<file path="config.mk">
export PLATFORM = sky130hd
export DESIGN_NAME = edf_ar_scheduler
export DESIGN_NICKNAME = d
export VERILOG_FILES = /design/src/rtl/edf_ar_scheduler.sv
export SDC_FILE = /design/constraint.sdc
export NUM_CORES = 1
export LEC_CHECK = 0
export BUFFER_PORTS_ARGS = -buffer_cell sky130_fd_sc_hd__buf_2
export CORE_AREA = 2 2 162 164
export DETAILED_ROUTE_END_ITERATION = 8
export DIE_AREA = 0 0 164 166
export PLACE_DENSITY = 0.64
export SYNTH_ARGS = -nofsm -noshare
export SYNTH_HDL_FRONTEND = slang
export SYNTH_SLANG_ARGS = --single-unit
</file>
<file path="constraint.sdc">
create_clock -name m00_axi_aclk -period 18.6 [get_ports m00_axi_aclk]
set_input_delay 2.79 -clock m00_axi_aclk [delete_from_list [all_inputs] [get_ports m00_axi_aclk]]
set_output_delay 2.79 -clock m00_axi_aclk [all_outputs]
set_load 0.02 [all_outputs]
</file>
<file path="src/rtl/edf_ar_scheduler.sv">
// Earliest-deadline-first arbiter merging NUM_PORTS AXI read-address channels
// onto one downstream AR channel; each port carries a relative-deadline counter.
//
// state    | meaning
// ---------+----------------------------------------------------------
// ST_IDLE  | pick the eligible port with the smallest deadline, accept it
// ST_ISSUE | hold captured AR on m00_axi_* until m00_axi_arready
module edf_ar_scheduler #(
  parameter int NUM_PORTS    = 4,
  parameter int ADDR_WIDTH   = 40,
  parameter int ID_WIDTH     = 16,
  parameter int PERIOD_WIDTH = 16,
  localparam int GW = (NUM_PORTS > 1) ? $clog2(NUM_PORTS) : 1
) (
  input  logic                               m00_axi_aclk,
  input  logic                               m00_axi_areset,
  input  logic [NUM_PORTS-1:0]               s_arvalid,
  output logic [NUM_PORTS-1:0]               s_arready,
  input  logic [NUM_PORTS*ADDR_WIDTH-1:0]    s_araddr,
  input  logic [NUM_PORTS*ID_WIDTH-1:0]      s_arid,
  input  logic [NUM_PORTS*8-1:0]             s_arlen,
  input  logic [NUM_PORTS*PERIOD_WIDTH-1:0]  period,
  output logic                               m00_axi_arvalid,
  input  logic                               m00_axi_arready,
  output logic [ADDR_WIDTH-1:0]              m00_axi_araddr,
  output logic [ID_WIDTH-1:0]                m00_axi_arid,
  output logic [7:0]                         m00_axi_arlen,
  output logic [GW-1:0]                      grant_port,
  output logic [15:0]                        miss_count
);

  typedef enum logic {ST_IDLE = 1'b0, ST_ISSUE = 1'b1} state_t;

  state_t state_q, state_d;

  logic [NUM_PORTS-1:0][PERIOD_WIDTH-1:0] per_w;
  logic [NUM_PORTS-1:0][ADDR_WIDTH-1:0]   addr_w;
  logic [NUM_PORTS-1:0][ID_WIDTH-1:0]     id_w;
  logic [NUM_PORTS-1:0][7:0]              len_w;

  logic [NUM_PORTS-1:0][PERIOD_WIDTH-1:0] cnt_q, cnt_d;
  logic [ADDR_WIDTH-1:0]                  addr_q, addr_d;
  logic [ID_WIDTH-1:0]                    id_q, id_d;
  logic [7:0]                             len_q, len_d;
  logic [GW-1:0]                          grant_q, grant_d;
  logic [15:0]                            miss_count_q, miss_count_d;

  logic [NUM_PORTS-1:0]    eligible;
  logic [NUM_PORTS-1:0]    at_zero;
  logic                    sel_found;
  logic [GW-1:0]           sel_idx;
  logic [PERIOD_WIDTH-1:0] sel_cnt;
  logic                    accept;
  logic                    issue_done;
  logic                    miss_evt;

  assign per_w  = period;
  assign addr_w = s_araddr;
  assign id_w   = s_arid;
  assign len_w  = s_arlen;

  always_comb begin
    eligible = '0;
    at_zero  = '0;
    for (int i = 0; i < NUM_PORTS; i++) begin
      eligible[i] = s_arvalid[i] && (per_w[i] != '0);
      at_zero[i]  = (cnt_q[i] == '0);
    end
  end

  // Strict less-than while scanning upward gives the lowest index on ties.
  always_comb begin
    sel_found = 1'b0;
    sel_idx   = '0;
    sel_cnt   = '0;
    for (int i = 0; i < NUM_PORTS; i++) begin
      if (eligible[i] && (!sel_found || (cnt_q[i] < sel_cnt))) begin
        sel_found = 1'b1;
        sel_idx   = GW'(i);
        sel_cnt   = cnt_q[i];
      end
    end
  end

  assign accept     = (state_q == ST_IDLE) && sel_found && !m00_axi_areset;
  assign issue_done = (state_q == ST_ISSUE) && m00_axi_arready;

  // State register
  always_ff @(posedge m00_axi_aclk) begin
    if (m00_axi_areset) begin
      state_q <= ST_IDLE;
    end else begin
      state_q <= state_d;
    end
  end

  // Next-state logic
  always_comb begin
    state_d = state_q;
    case (state_q)
      ST_IDLE:  if (accept)          state_d = ST_ISSUE;
      ST_ISSUE: if (m00_axi_arready) state_d = ST_IDLE;
      default:                       state_d = ST_IDLE;
    endcase
  end

  // Outputs
  always_comb begin
    s_arready = '0;
    if (accept) begin
      s_arready[sel_idx] = 1'b1;
    end
    m00_axi_arvalid = (state_q == ST_ISSUE);
    m00_axi_araddr  = addr_q;
    m00_axi_arid    = id_q;
    m00_axi_arlen   = len_q;
    grant_port      = grant_q;
    miss_count      = miss_count_q;
  end

  // Period is only sampled when a counter reloads, so a mid-count change of
  // period takes effect at that port's next grant, not on the running count.
  always_comb begin
    for (int i = 0; i < NUM_PORTS; i++) begin
      cnt_d[i] = at_zero[i] ? '0 : cnt_q[i] - PERIOD_WIDTH'(1);
      if (issue_done && (grant_q == GW'(i))) begin
        cnt_d[i] = per_w[i];
      end
    end
  end

  always_comb begin
    addr_d  = addr_q;
    id_d    = id_q;
    len_d   = len_q;
    grant_d = grant_q;
    if (accept) begin
      addr_d  = addr_w[sel_idx];
      id_d    = id_w[sel_idx];
      len_d   = len_w[sel_idx];
      grant_d = sel_idx;
    end
  end

  assign miss_evt = |(eligible & at_zero & ~s_arready);

  always_comb begin
    miss_count_d = miss_count_q;
    if (miss_evt && (miss_count_q != 16'hFFFF)) begin
      miss_count_d = miss_count_q + 16'd1;
    end
  end

  always_ff @(posedge m00_axi_aclk) begin
    if (m00_axi_areset) begin
      cnt_q        <= per_w;
      addr_q       <= '0;
      id_q         <= '0;
      len_q        <= '0;
      grant_q      <= '0;
      miss_count_q <= '0;
    end else begin
      cnt_q        <= cnt_d;
      addr_q       <= addr_d;
      id_q         <= id_d;
      len_q        <= len_d;
      grant_q      <= grant_d;
      miss_count_q <= miss_count_d;
    end
  end

endmodule

</file>
==> summary.md <==
| Metric | Value |
|---|---|
| Ratio of cells with drive above 1 in the final layout | 29.1% |
| Final sum of negative setup slack | 0 ns |
| Total gr overflow | 0 |
| Final design utilization | 50.1% |
| Total Wirelength | 42.1 mm |
| Final Total Pwr | 1.40 mW |
| Average size of a mapped cell | 7.64 sq um |
| CTS clk-pin slew, worst paths | 0.07 ns |
| Maximum number of pins on one net before global-route repair | 128 |
| Most crowded layer after global routing | met2 |
| Final hold violations | 0 |
| Relative slew margins | 19.1% |
| Port bufs | 413 |
| Hold buffer count at cts | 0 |
| Type of the worst setup path | input port to primary output |
| Clock Sink Count | 147 |
| Global Route met1 Usage | 37.2% |
| Residual antenna-violating net count after detailed routing | 0 |
| Fmax | 69.3 MHz |
| CP Capture Type | primary output |
| Skew final | 0.0130 ns |
| Setup repair after global routing missed its margin | false |
| Starting density of the core | 38.6% |
| Count of synthesis-stage warnings from yosys | 0 |
| Fin worst setup slack | 4.16 ns |
| Die area | 27,200 sq um |
| Half-perimeter wire length after placement | 33.7 mm |
| Pre-CTS setup slack | 4.21 ns |
| Portion of the clock cycle consumed by the worst path in the final layout | 77.6% |
| Total number of vias | 11,300 |
| Slowest cell on crit path | o21a_1 |
| EDFF count, synth | 0 |
| First DRT Iteration DRCs | 825 |
| Cell type with the highest occurrence count on the critical path | ha_1 |
| Average detailed-routed wire length per instance | 20.9 um |
| Commonest register cell after synthesis | dfxtp_1 |
| Post-route minimum period | 14.44 ns |
| Class of the most critical hold timing path | flop to flop |
| Average via count per standard cell | 5.61 |
| Sequential-to-total area share from yosys stat | 29.7% |
| Top-level port count | 414 |
| # fillers | 2,601 |
| Final setup violation count | 0 |
| Final weighted congestion in routability-driven placement | 1.00 |
| Register bit count reported by yosys | 147 |
| Met2 global-route usage | 48.1% |
| Category of cells accounting for the largest share of critical-path delay | compound AO/OA/AOI/OAI gates |
| CTS H-tree lvls | 4 |
| 1st-pass router iterations | 5 |
| Async set or reset register ratio after synthesis | 0% |
| Global-route wire length before repair | 61.6 mm |
| Setup bufs post-CTS | 0 |
| Power density relative to cell area | 109 nW/um^2 |
| Pin slew with the least headroom to its limit | 1.20 ns |
| Netlist cell types | 69 |
| CTS Root Cell | clkbuf_16 |
| TritonCTS clock tree | yes |
| P&R area growth vs syn | 29.8% |
| Die width | 164 um |
| Setup crit start kind | input port |
| Inserted Clock Buffers | 17 |
| Number of antenna violations at the first check in global routing | 23 |
| Die Ht | 166 um |
| Crit path DAT | 11.65 ns |
| Worst slack on hold paths | 0.471 ns |
| Number of gates resized after CTS | 0 |
| Required time of the worst setup path | 15.81 ns |
| Clock latency at the later pin of the worst-skew pair | 0.44 ns |
| Detailed-route DRC error count | 0 |
| Net count of the mapped netlist | 1,672 |
| Placeable core region | 25,600 sq um |
| Buffer levels on the longest clock path | 2 |
| Peak per-stage delay on the critical path | 0.92 ns |
| Final slew viol count | 0 |
| Total of max-cap violations | 0 |
| VDD IR-drop max | 0.0772 mV |
| Global-route track usage on met3 | 9.27% |
| Worst path bufs/invs | 3 |
| Std-Cell Rows | 59 |
| Synthesized area | 9890 sq um |
| Total leakage power | 5.89 nW |
| Cells after synthesis | 1,295 |
| Critical Path Fanout Max | 67 |
| Final Net Count | 2,033 |
| Vias in the first global route | 10,500 |
| Global-route usage over all layers | 30.1% |
| Outcome | finished clean |
report_power, final:
part | leakage (nW) | internal, mW | switching (mW)
combinational | 4.36 | 0.215 | 0.374
sequential | 1.22 | 0.378 | 0.0611
clock | 0.304 | 0.205 | 0.165
per-stage QoR:
step,instance area (sq um),instances
floorplan,9890,1295
CTS,12800,2004
global route,12800,2011
global placement,12200,1972
detailed placement,12200,1972
finish,12800,2015
cells in the final DEF (no fill, tap or decap), drive strengths merged, types with 4 or more instances in the layout:
cell type  synthesis  layout
a41o               4       4
ha                50      50
nor2             126     126
o41ai              4       4
or3                6       6
diode              0      11
inv               20      29
mux2i             68      68
xnor2             29      29
o31ai             38      38
nor3b              6       6
nor3              28      28
or2                6       6
nor4              24      24
mux2              11      11
and2               6       6
buf               15     426
or4                9       9
a41oi              4       4
nand3             86      86
xor2              14      14
nand2            133     133
and3              12      12
clkinv             0       4
a211oi            69      69
o21ai            121     121
nand4             14      14
a21oi            106     106
clkbuf            69      17
nand2b             7       7
dfxtp            147     147
nor2b             15      15
synth_stat cells, types with 3 or more instances:
library cell | n | area [sq um]
or3_1 | 6 | 37.5
nor4_1 | 24 | 150
inv_1 | 20 | 75.1
o21a_1 | 3 | 22.5
and2_1 | 6 | 37.5
dfxtp_1 | 147 | 2940
mux2_1 | 9 | 101
nor2b_1 | 15 | 93.8
nand2_1 | 133 | 499
a21o_1 | 3 | 22.5
or2_2 | 6 | 37.5
nor3b_1 | 6 | 45.0
o21ai_0 | 119 | 596
a21oi_1 | 106 | 531
a41o_1 | 4 | 40.0
xor2_1 | 14 | 123
nor2_1 | 126 | 473
nand4_1 | 14 | 87.6
a41oi_1 | 4 | 35.0
buf_2 | 8 | 40.0
nand3_1 | 86 | 430
or4_1 | 7 | 52.6
mux2i_1 | 68 | 681
nor3_1 | 27 | 135
xnor2_1 | 29 | 254
and3_1 | 11 | 68.8
nor4b_1 | 3 | 26.3
clkbuf_1 | 69 | 259
nand2b_1 | 7 | 43.8
ha_1 | 50 | 626
o31ai_1 | 38 | 285
a211oi_1 | 69 | 518
buf_1 | 6 | 22.5
o41ai_1 | 3 | 26.3
worst paths after layout:
check	startpoint	to	depth (start not counted)	slack (ns)
max	period[8]	s_arready[2]	28	4.16
min	m00_axi_araddr[3]$_SDFFE_PP0P_	m00_axi_araddr[3]$_SDFFE_PP0P_	2	0.47
max reg2reg	cnt_q[11]$_DFF_P_	m00_axi_arid[1]$_SDFFE_PP0P_	27	9.53
min reg2reg	m00_axi_araddr[3]$_SDFFE_PP0P_	m00_axi_araddr[3]$_SDFFE_PP0P_	2	0.47
routing by layer:
metal  part of all wire [%]  vias up
met3                    9.2       89
met4                    4.5        6
met2                     46      427
met1                     40     5274
li1                       -     5507
met5                  0.083        -
cell families (layout without fill, tap and decap cells):
| logic type | count (synthesis) | in the layout | synth area share (%) |
|---|---|---|---|
| buf+inv | 104 | 478 | 4.08 |
| mux | 79 | 79 | 8.13 |
| other cells | 0 | 11 | 0 |
| simple gates | 488 | 488 | 23.5 |
| xor+xnor | 43 | 43 | 3.81 |
| compound gates | 384 | 384 | 24.4 |
| flops | 147 | 147 | 29.7 |
| fa+ha+maj | 50 | 50 | 6.32 |
state kept, by name (all words and copies together) (netlist names):
name / count
cnt_q: 64
grant_port: 2
m00_axi_araddr: 40
m00_axi_arid: 16
m00_axi_arlen: 8
m00_axi_arvalid: 1
miss_count: 16
worst reg2reg max path, stage by stage, from the launching register on:
cell and delay, ns:
dfxtp_1 0.39, nand2_1 0.10, ha_1 0.36, a211oi_1 0.24, o211ai_1 0.12, a221oi_1 0.50, and3_1 0.33, o21a_1 0.92
a21oi_1 0.24, ha_1 0.36, nand3_1 0.10, nor3_1 0.27, nor2_1 0.08, a22o_2 0.30, nor2_4 0.32, buf_4 0.60
o21ai_0 0.18, ha_1 0.32, a21o_1 0.18, a21oi_1 0.13, o22ai_1 0.09, nor4_1 0.48, or4b_4 0.58, nand3_4 0.30
buf_4 0.82, a211oi_1 0.24, a21oi_1 0.25, o21ai_0 0.12
final cells by class:
type	count	area, sq um	area share [%]
diodes	11	27.5	0.214
clock buffers	17	425	3.31
flip-flops and latches	147	2940	22.9
well taps	335	419	3.26
repair buffers	426	2160	16.9
inverters	20	75.1	0.585
clock inverters	15	188	1.46
multi-input cells	1044	6600	51.4
(Power assumes the default switching activity.)
